--- src/rtl/bus_arbiter.sv ---
// Round-robin arbiter that shares one run/done toggle-handshake memory port
// between NREQ requesters. One memory transaction is outstanding at a time.
// A requester is pending while its run toggle differs from its done toggle.
module bus_arbiter #(
   parameter int NREQ = 2,
   parameter int AW   = 16,
   parameter int DW   = 16
) (
   input  logic                     clk,
   input  logic                     reset,
   input  logic [NREQ-1:0]          req_run,
   input  logic [NREQ-1:0][1:0]     req_cmd,
   input  logic [NREQ-1:0][AW-1:0]  req_addr,
   input  logic [NREQ-1:0][DW-1:0]  req_wr_data,
   output logic [NREQ-1:0][DW-1:0]  req_rd_data,
   output logic [NREQ-1:0]          req_done,
   output logic [AW-1:0]            mem_addr,
   output logic [1:0]               mem_cmd,
   output logic                     mem_run,
   output logic [DW-1:0]            mem_wr_data,
   input  logic [DW-1:0]            mem_rd_data,
   input  logic                     mem_done,
   output logic [2:0]               grant,
   output logic                     busy
);

   typedef enum logic {
      IDLE = 1'b0,
      WAIT = 1'b1
   } state_t;

   state_t                    state_q, state_d;
   logic                      mem_run_q, mem_run_d;
   logic [AW-1:0]             mem_addr_q, mem_addr_d;
   logic [1:0]                mem_cmd_q, mem_cmd_d;
   logic [DW-1:0]             mem_wr_data_q, mem_wr_data_d;
   logic [NREQ-1:0]           req_done_q, req_done_d;
   logic [NREQ-1:0][DW-1:0]   req_rd_data_q, req_rd_data_d;
   logic [2:0]                grant_q, grant_d;
   logic [2:0]                last_q, last_d;
   logic                      busy_q, busy_d;

   logic [NREQ-1:0]           pending_s;
   logic [7:0]                pend8_s;
   logic [3:0]                cand_s;
   logic                      pick_found_s;
   logic [2:0]                pick_s;
   logic [1:0]                sel_cmd_s;
   logic [AW-1:0]             sel_addr_s;
   logic [DW-1:0]             sel_wr_data_s;

   assign pending_s = req_run ^ req_done_q;
   assign pend8_s   = 8'(pending_s);

   // Round-robin choice: first pending index after the last served one, wrapping at NREQ.
   always_comb begin
      pick_found_s = 1'b0;
      pick_s       = 3'd0;
      cand_s       = 4'd0;
      for (int k = 1; k <= NREQ; k++) begin
         cand_s = {1'b0, last_q} + 4'(k);
         if (cand_s >= 4'(NREQ)) begin
            cand_s = cand_s - 4'(NREQ);
         end else begin
            cand_s = cand_s;
         end
         if (!pick_found_s && pend8_s[cand_s[2:0]]) begin
            pick_found_s = 1'b1;
            pick_s       = cand_s[2:0];
         end else begin
            pick_found_s = pick_found_s;
         end
      end
   end

   // Request fields of the chosen requester, selected without a variable-width index.
   always_comb begin
      sel_cmd_s     = 2'b00;
      sel_addr_s    = '0;
      sel_wr_data_s = '0;
      for (int i = 0; i < NREQ; i++) begin
         if (pick_s == 3'(i)) begin
            sel_cmd_s     = req_cmd[i];
            sel_addr_s    = req_addr[i];
            sel_wr_data_s = req_wr_data[i];
         end else begin
            sel_cmd_s     = sel_cmd_s;
         end
      end
   end

   // Next-state and output computation: issue from IDLE, retire on mem_done == mem_run in WAIT.
   always_comb begin
      state_d       = state_q;
      mem_run_d     = mem_run_q;
      mem_addr_d    = mem_addr_q;
      mem_cmd_d     = mem_cmd_q;
      mem_wr_data_d = mem_wr_data_q;
      req_done_d    = req_done_q;
      req_rd_data_d = req_rd_data_q;
      grant_d       = grant_q;
      last_d        = last_q;
      busy_d        = busy_q;
      case (state_q)
         IDLE: begin
            if (pick_found_s) begin
               mem_addr_d    = sel_addr_s;
               mem_cmd_d     = sel_cmd_s;
               mem_wr_data_d = sel_wr_data_s;
               mem_run_d     = ~mem_run_q;
               grant_d       = pick_s;
               busy_d        = 1'b1;
               state_d       = WAIT;
            end else begin
               state_d       = IDLE;
            end
         end
         WAIT: begin
            if (mem_done == mem_run_q) begin
               for (int i = 0; i < NREQ; i++) begin
                  if (grant_q == 3'(i)) begin
                     req_done_d[i] = ~req_done_q[i];
                     // Only reads (cmd bit 0 clear) update the requester's read data.
                     if (!mem_cmd_q[0]) begin
                        req_rd_data_d[i] = mem_rd_data;
                     end else begin
                        req_rd_data_d[i] = req_rd_data_q[i];
                     end
                  end else begin
                     req_done_d[i] = req_done_q[i];
                  end
               end
               last_d  = grant_q;
               busy_d  = 1'b0;
               state_d = IDLE;
            end else begin
               state_d = WAIT;
            end
         end
         default: begin
            state_d = IDLE;
         end
      endcase
   end

   // State and output registers; reset abandons any outstanding transaction.
   always_ff @(posedge clk) begin
      if (reset) begin
         state_q       <= IDLE;
         mem_run_q     <= 1'b0;
         mem_addr_q    <= '0;
         mem_cmd_q     <= 2'b00;
         mem_wr_data_q <= '0;
         req_done_q    <= '0;
         req_rd_data_q <= '0;
         grant_q       <= 3'd0;
         last_q        <= 3'(NREQ - 1);
         busy_q        <= 1'b0;
      end else begin
         state_q       <= state_d;
         mem_run_q     <= mem_run_d;
         mem_addr_q    <= mem_addr_d;
         mem_cmd_q     <= mem_cmd_d;
         mem_wr_data_q <= mem_wr_data_d;
         req_done_q    <= req_done_d;
         req_rd_data_q <= req_rd_data_d;
         grant_q       <= grant_d;
         last_q        <= last_d;
         busy_q        <= busy_d;
      end
   end

   assign mem_run     = mem_run_q;
   assign mem_addr    = mem_addr_q;
   assign mem_cmd     = mem_cmd_q;
   assign mem_wr_data = mem_wr_data_q;
   assign req_done    = req_done_q;
   assign req_rd_data = req_rd_data_q;
   assign grant       = grant_q;
   assign busy        = busy_q;

endmodule

--- config.mk ---
export PLATFORM = sky130hd
export DESIGN_NAME = bus_arbiter
export DESIGN_NICKNAME = d
export VERILOG_FILES = /design/src/rtl/bus_arbiter.sv
export SDC_FILE = /design/constraint.sdc
export NUM_CORES = 1
export LEC_CHECK = 0
export ABC_AREA = 1
export ABC_CLOCK_PERIOD_IN_PS = 2600
export CAP_MARGIN = 20
export CORE_UTILIZATION = 42
export DETAILED_ROUTE_END_ITERATION = 16
export PLACE_DENSITY = 0.83
export SLEW_MARGIN = 0
export SYNTH_ARGS = -nofsm -noshare
export SYNTH_HDL_FRONTEND = slang
export SYNTH_SLANG_ARGS = --single-unit
--- constraint.sdc ---
create_clock -name clk -period 2.6 [get_ports clk]
set_input_delay 0.52 -clock clk [delete_from_list [all_inputs] [get_ports clk]]
set_output_delay 0.52 -clock clk [all_outputs]
set_load 0.05 [all_outputs]
==> results.toml, run 1 <==
[cells_and_area]
final_util = 0.653
layout.area.seq_um2 = 1540
num_antenna_cells = 0
num-fill-cells = 782
multiInputGateArea_um2 = 1660
layout.nets = 780
fin_cells = 797
syn_to_final_growth_pct = 52.0
drive_gt1_frac = 0.0668
stdcell_area_um2 = 5670

[setup_path]
path_buf_inv = 1
cp-end-kind = "output port"
crit_path_max_fanout = 4
start_kind = "flip-flop"
worstPathCellList = "clkdlybuf4s50_1"
path_class = "flip-flop to output port"
required_ps = 2080
worstPathArrival_ps = 1700
cpMaxStageDelayCell = "clkdlybuf4s50_1"
critPathTopFamily = "buffers and inverters"
critPathMaxStageDelay_ps = 870

[clock_network]
cts_buffer_depth = 2
clock_sinks = 77
cts_made_buffers = 9
cts-root-buf = "clkbuf_8"
clk_latency_ps = 340
cts-resized-gates = 0
cts_hold_buffers = 0
cts_tree = "built"
cts_setup_buffers = 0
cts_htree_levels = 3
clk_pin_slew_worst_paths_ps = 70

[yosys]
synthSimpleGateAreaFrac = 0.311
synth_nets = 629
synth_cell_type_count = 26
yosysMostFrequentCell = "nand3_1"
async_flop_share = 0
syn_avg_cell_area_um2 = 6.98
synth_top_area_cell = "dfxtp_1"
ys_warn_count = 0
synth-xor-area-share = 0.00235
yosysSeqAreaShare = 0.413
synth-compound-area-share = 0.111
ys_top_cells_by_count = "139 x nand3_1, 91 x nand2_1, 83 x inv_1, 77 x dfxtp_1, 69 x a21oi_1"
synth_top_area_frac = 0.413
synth-edff-count = 0
synth.mux.area_fraction = 0
syn_area_um2 = 3730
synth_top_family_by_area = "simple AND/OR/NAND/NOR gates"
synthTopCellsByArea = "dfxtp_1 41%, nand3_1 19%, a21oi_1 9.3%"
ys_ff_latch = 77
synth_adder_area_share = 0.0201
ys.flop_type = "dfxtp_1"
netlist_instances = 534

[grt]
met1_usage = 0.253
grt_pass1_vias = 3650
grt_max_degree = 50
grt.overflow.total = 0
grt-busiest-layer = "met2"
grt_pass1_wl_mm = 16.8
grt_use_total = 0.235
met2_usage = 0.419
met3_usage = 0.0758
antenna_found_initial = 0

[hold_path]
hp-class = "flip-flop to flip-flop"

[timing]
max_freq_mhz = 450
fin_skew_ps = 12.9
slew_violations = 0
setup_viol = 0
period_share = 0.855
hold_viol_final = 0
worst_slew_pin_slew_ps = 546
setup_tns_ps = 0
min_period_ps = 2220
slew_headroom = 0.635
rsz0062_at_grt = "no"

[status]
outcome = "finished clean"

[pwr]
p_int_w = 0.00367
swShare = 0.482
clock_power_share = 0.155
power_frac_comb = 0.610
p_switching_w = 0.00341
power_frac_seq = 0.234
ir_worst_vdd_uv = 690
power.leakage_nw = 2.47
power_density_nw_per_um2 = 1250
finalPower_w = 0.00708

[floorplanning]
die_h_um = 96.2
fp-row-count = 34
die_area_um2 = 9260
start_util = 0.430
fp.dieW_um = 96.2
pin_count = 162
design.core.area_um2 = 8680

[place]
portBuffers = 161
routabilityCongestion = 0.835
place_area_um2 = 5420
numPlacedInstances = 782
dpl.hpwl_mm = 8.09

[detailed_routing]
drtIter0Drc = 122
ant_nets = 0
routed_wl_mm = 11.0
avgRoutedWirePerCell_um = 13.8
viasPerCell = 5.06
drt_pass1_iterations = 5
vias = 4029
drc = 0

[job]
max-cap-violations = 0
## through the flow
| stage | hold WS, ps | worst slack [ps] |
|---|---|---|
| floorplan | 457 | 590 |
| CTS | 466 | 370 |
| global placement | 448 | 327 |
| global route | 483 | 172 |
| detailed placement | 454 | 229 |
| finish | 461 | 376 |
## flip-flops by register name (all words and copies together) (netlist names)
| register | flops |
|---|---|
| busy | 1 |
| grant | 3 |
| last_q | 3 |
| mem_addr | 16 |
| mem_cmd | 2 |
| mem_run | 1 |
| mem_wr_data | 16 |
| req_done | 2 |
| req_rd_data | 32 |
| state_q | 1 |
## placed cells by master, fill, tap and decap left out, drive strengths merged, types with 3 or more instances in the layout
| cell | synthesis | layout |
|---|---|---|
| clkdlybuf4s50 | 0 | 160 |
| nand3 | 142 | 142 |
| nand2 | 94 | 94 |
| inv | 89 | 89 |
| dfxtp | 77 | 77 |
| a21oi | 69 | 69 |
| buf | 18 | 15 |
| clkbuf | 17 | 11 |
| nor2 | 8 | 8 |
| ha | 6 | 6 |
| o21ai | 5 | 5 |
| bufinv | 0 | 3 |
## path summary, 6_finish.rpt
| check | start | end | slack, ps | cells after the start |
|---|---|---|---|---|
| max | grant[2]$_SDFFE_PP0P_ | grant[2] | 380 | 1 |
| min | req_rd_data[8]$_SDFFE_PP0P_ | req_rd_data[8]$_SDFFE_PP0P_ | 460 | 2 |
| max reg2reg | last_q[0]$_SDFFE_PP1P_ | mem_cmd[0]$_SDFFE_PP0P_ | 380 | 13 |
| min reg2reg | req_rd_data[8]$_SDFFE_PP0P_ | req_rd_data[8]$_SDFFE_PP0P_ | 460 | 2 |
## power by group through the flow
| stage | sequential, W | clock, W | combinational [W] |
|---|---|---|---|
| CTS | 0.00166 | 0.00112 | 0.00433 |
| floorplan | 0.00260 | 0 | 0.00219 |
| global route | 0.00169 | 0.00116 | 0.00470 |
| detailed placement | 0.00169 | 0 | 0.00433 |
| global placement | 0.00168 | 0 | 0.00421 |
| finish | 0.00166 | 0.00110 | 0.00432 |
## logic make-up (layout without fill, tap and decap cells)
family / after synthesis / count (layout)
xor gates and xnor gates: 1 / 1
and+or+nand+nor: 247 / 247
AOI/OAI and AO/OA: 78 / 78
DFF: 77 / 77
adders and majority gates: 6 / 6
buffers and inverters: 125 / 280
## final cells by class
type | instances | area share
Clock buffer | 11 | 0.0267
Clock inverter | 4 | 0.0168
Inverter | 90 | 0.0596
Multi-Input combinational cell | 332 | 0.293
Sequential cell | 77 | 0.272
Tap cell | 108 | 0.0238
Timing Repair Buffer | 175 | 0.309
## layer usage
metal / part of all wire / wire length, um
met5: 0 / 0
met4: 0.019 / 213
met3: 0.11 / 1180
met2: 0.48 / 5250
met1: 0.40 / 4380
Note: power is estimated with default switching activity, not from simulation.
==> inputs of run 2 (changes only) <==
GPL_TIMING_DRIVEN = 0   (was not set)
==> run 2 against run 1 <==
  * Power up 1.9%
  * Critical path type is now flip-flop to flip-flop
  * Setup slack got worse by 92 ps
  * Register-to-register slack got worse by 90 ps
  * Critical endpoint is now mem_addr[10]$_SDFFE_PP0P_
==> results.toml, run 2 (synthesized netlist as in run 1, its figures left out) <==
[timing]
fin_skew_ps = 7.19
min_period_ps = 2320
slew_violations = 0
fin_hold_ws_ps = 464
hold_viol_final = 0
setup_slack_ps = 284
setup_viol = 0
slew_headroom = 0.627
period_share = 0.891
rsz0062_at_grt = "no"
max_freq_mhz = 432
setup_tns_ps = 0
worst_slew_pin_slew_ps = 556

[setup_path]
startpoint = "last_q[0]$_SDFFE_PP1P_"
path_class = "flip-flop to flip-flop"
cp-end-kind = "flip-flop"
critPathTopFamily = "buffers and inverters"
required_ps = 2890
cpMaxStageDelayCell = "dfxtp_1"
ff2ff_path_depth = 13
endpoint = "mem_addr[10]$_SDFFE_PP0P_"
path_buf_inv = 5
cp.depth = 13
worstPathArrival_ps = 2600
crit_top_cell = "nand2_1"
worstPathCellList = "inv_2 > ha_1 > inv_1 > nand2_1 > nand2_1 > inv_1 > nand2_1 > o21ai_4 > clkbuf_1 > nand3_1 > nand3_1 > nand2_1 > inv_1"
r2r_start = "last_q[0]$_SDFFE_PP1P_"
r2r_setup_slack_ps = 280
critPathMaxStageDelay_ps = 520
crit_path_max_fanout = 10
worst_r2r_endpoint = "mem_addr[10]$_SDFFE_PP0P_"
start_kind = "flip-flop"

[floorplanning]
start_util = 0.430
die_area_um2 = 9260
fp.dieW_um = 96.2
fp-row-count = 34
pin_count = 162
design.core.area_um2 = 8680
die_h_um = 96.2

[status]
outcome = "finished clean"

[clock_network]
clk_latency_ps = 340
cts_setup_buffers = 0
cts_hold_buffers = 0
clock_sinks = 77
cts_made_buffers = 9
cts_tree = "built"
clk_pin_slew_worst_paths_ps = 80
cts_htree_levels = 3
cts-resized-gates = 0
cts-root-buf = "clkbuf_8"
cts_buffer_depth = 2

[grt]
antenna_found_initial = 0
grt.overflow.total = 0
grt_use_total = 0.241
grt_pass1_vias = 3838
grt_max_degree = 14
grt_pass1_wl_mm = 17.3

[cells_and_area]
largest_reg_flops = 32
final_common_cell = "clkdlybuf4s50_1"
num_antenna_cells = 0
drive_gt1_frac = 0.0676
layout.nets = 800
fin_cells = 818
syn_to_final_growth_pct = 53.6
num-fill-cells = 754
layout_common_cells = "160 x clkdlybuf4s50_1, 139 x nand3_1, 91 x nand2_1, 83 x inv_1, 77 x dfxtp_1"

[pwr]
ir_worst_vdd_uv = 572
power_density_nw_per_um2 = 1260
finalPower_w = 0.00721
power.leakage_nw = 2.49

[place]
portBuffers = 160
dp_slack_ps = 2.27
routabilityCongestion = 0.849
numPlacedInstances = 802
dpl.hpwl_mm = 8.67

[hold_path]
hp-class = "flip-flop to flip-flop"

[detailed_routing]
drc = 0
routed_wl_mm = 11.4
ant_nets = 0
vias = 4115
drtIter0Drc = 147
viasPerCell = 5.03
avgRoutedWirePerCell_um = 13.9
drt_pass1_iterations = 4

[job]
max-cap-violations = 0
==> run 2: cell count changes in the layout (fill, tap and decap cells not counted), sizes merged <==
cell,change
buf,+3
clkbuf,+15
clkinv,+1
clkinvlp,+1
bufinv,+1
==> run 2: layer usage <==
| metal | GRT usage | vias up | routed length, um |
|---|---|---|---|
| met3 | 0.0790 | 18 | 1230 |
| met5 | 0 | - | 0 |
| met2 | 0.427 | 173 | 5380 |
| li1 | - | 2070 | - |
| met1 | 0.268 | 1854 | 4570 |
| met4 | 0.0858 | 0 | 198 |
==> run 2: cell type report <==
type	count	area [um^2]	share of cell area
clock inverter	7	138	0.0240
buffer	35	190	0.0332
sequential	77	1540	0.269
tap	108	135	0.0236
inverter	90	338	0.0590
multi-input combinational	332	1660	0.290
clock buffer	9	124	0.0216
timing repair buffer	160	1600	0.280
==> run 2: worst register-to-register path, stage by stage, from the launching register on <==
cell and delay [ps]:
dfxtp_1 520, inv_2 130, ha_1 320, inv_1 40, nand2_1 50, nand2_1 40, inv_1 80, nand2_1 130
o21ai_4 160, clkbuf_1 430, nand3_1 140, nand3_1 100, nand2_1 60, inv_1 60
==> run 2: worst min path at each step <==
| stage | start | to | slack [ps] | cells past startpoint |
|---|---|---|---|---|
| after floorplan | state_q$_SDFF_PP0_ | state_q$_SDFF_PP0_ | 460 | 2 |
| after global placement | req_rd_data[17]$_SDFFE_PP0P_ | req_rd_data[17]$_SDFFE_PP0P_ | 450 | 2 |
| after detailed placement | req_rd_data[29]$_SDFFE_PP0P_ | req_rd_data[29]$_SDFFE_PP0P_ | 450 | 2 |
| after CTS | req_rd_data[29]$_SDFFE_PP0P_ | req_rd_data[29]$_SDFFE_PP0P_ | 460 | 2 |
| after global routing | req_rd_data[6]$_SDFFE_PP0P_ | req_rd_data[6]$_SDFFE_PP0P_ | 490 | 2 |
| final | req_rd_data[29]$_SDFFE_PP0P_ | req_rd_data[29]$_SDFFE_PP0P_ | 460 | 2 |
==> run 2: per-stage QoR <==
step | cell area, um^2 | utilization
3_5_place_dp | 5470 | 0.630
4_1_cts | 5730 | 0.660
5_1_grt | 5730 | 0.660
6_report | 5730 | 0.660
3_3_place_gp | 5470 | 0.630
2_1_floorplan | 3730 | -
==> run 2: where the power goes <==
part	switching (W)	leakage, nW	internal (W)
combinational	0.00286	1.73	0.00152
sequential	0.000170	0.631	0.00149
clock	0.000440	0.129	0.000731
==> patch: new RTL, flow settings as in run 1 <==
Change the parameter `AW` from 16 to 17.
--- a/src/rtl/bus_arbiter.sv
+++ b/src/rtl/bus_arbiter.sv
@@ -5,3 +5,3 @@
    parameter int NREQ = 2,
-   parameter int AW   = 16,
+   parameter int AW   = 17,
    parameter int DW   = 16
Ports: changed (resized mem_addr and req_addr); port bits go from 162 to 165. No check against the original RTL was run, so the function may have changed too.
==> patch against run 1 <==
Sequential cell count grew 1; design area grew 1.0%; wire length shrank 2.2%; power shrank 8.7%; synthesized area grew 1.9%; setup slack gained 0.040 ns; combinational power shrank 8.8%; die area grew 1.9%; global-route usage shrank 0.31 points; sequential share of layout area grew 0.070 points; largest power group unchanged.
==> patch: results (changes against run 1) <==
met3 Resource Use GR=6.259% (-1.3 points); vias post-DR=3999 (-0.74%); number of nets in the layout=847 (+8.6%); synth cell count leaders=218 x nand2_1, 110 x inv_1, 78 x dfxtp_1; Area contributors post-synth=dfxtp_1 41%, nand2_1 22%, inv_1 11%; Worst Hold Class=flop to flop; drt pass-1 iters=4 (-1); CP startpoint=grant[1]$_SDFFE_PP0P_; Fill cells=759 (-2.9%); layout cells sized above 1=5.695% (-0.98 points); cell-internal power=0.003175 W (-13%); R2R setup slack=0.57 ns (+0.19 ns); dpl hpwl=8247 um (+1.9%); clk slew on worst S/H paths=0.09 ns (+0.02 ns); xor/xnor share of the synthesized area=0.4608% (+0.23 points); routability congestion estimate from global placement=0.8015 (-4.0%); CTS Buf Count=9 (unchanged); met2 WL=5085 um (-3.1%); Ant. Diodes=0 (unchanged); status=finished, final reports clean; syn_nets=687 (+9.2%); Met3 Routed Length=924 um (-22%); Worst setup endpoint=grant[1]; Post-Syn Instances=590 (+10%); largest net degree at the start of global routing=39 (-22%); worst ir drop on vdd=613.5 uV (-11%); pin slew with the least headroom to its limit=0.5657 ns (+0.02005 ns); worst reg2reg path endpoint=mem_addr[13]$_SDFFE_PP0P_; Seq/Total Area, Yosys=41.08% (-0.26 points); vias in the first global route=3814 (+4.5%); adder-cell share of the synthesized area=1.975% (-0.038 points); Power Clock=0.000840 W (-24%); Initial DRC Count=155 (+27%); met1 usage=27.00% (+1.7 points); total global-route track usage=23.15% (-0.31 points); GR met2 Demand/Resource=40.47% (-1.4 points); Leak Pwr=2.728 nW (+10%); Synth Area in Compound Gates=10.73% (-0.41 points); # port buffers=164 (+1.9%); WL per Instance=12.49 um (-9.7%); final wirelength=10780 um (-2.2%); skew final=0.008055 ns (-0.004839 ns); first-pass GRT wire length=17640 um (+5.2%); met1 WL=4601 um (+5.0%)
## patch: changes by cell type in the layout (fill, tap and decap cells not counted), sizes merged
cell / change
dfxtp: +1
xor2: +1
buf: -3
bufinv: -3
a21oi: +2
nand3: -106
inv: +28
o21ai: -2
nor2: +13
nand4: -1
clkbuf: -2
nand2: +130
clkinvlp: +4
clkdlybuf4s50: +4
## patch: worst min path at each step
stage,startpoint,end,slack (ns),cells past startpoint
after floorplan,state_q$_SDFF_PP0_,state_q$_SDFF_PP0_,0.45,2
after global placement,req_rd_data[5]$_SDFFE_PP0P_,req_rd_data[5]$_SDFFE_PP0P_,0.45,2
after detailed placement,req_rd_data[0]$_SDFFE_PP0P_,req_rd_data[0]$_SDFFE_PP0P_,0.45,2
after CTS,req_rd_data[5]$_SDFFE_PP0P_,req_rd_data[5]$_SDFFE_PP0P_,0.47,2
after global routing,req_rd_data[5]$_SDFFE_PP0P_,req_rd_data[5]$_SDFFE_PP0P_,0.48,2
final,req_rd_data[0]$_SDFFE_PP0P_,req_rd_data[0]$_SDFFE_PP0P_,0.46,2
## patch: layout make-up
type,instances,area [um^2],share of cell area (%)
multi-input cells,369,1658,28.94
clock buffers,9,123.9,2.163
repair buffers,176,1757,30.67
well taps,108,135.1,2.359
flip-flops and latches,78,1562,27.26
inverters,116,436.7,7.623
clock inverters,7,56.30,0.9830
## patch: per-stage QoR
stage | power, W | utilization (%) | area [um^2] | setup slack (ns)
after CTS | 0.006502 | 65.68 | 5728 | 0.3876
after global routing | 0.006972 | 65.68 | 5728 | 0.3524
final | 0.006461 | 65.68 | 5728 | 0.4164
after detailed placement | 0.005654 | 63.62 | 5548 | 0.3241
after floorplan | 0.004440 | - | 3801 | 0.6688
after global placement | 0.005548 | 63.62 | 5548 | 0.3888
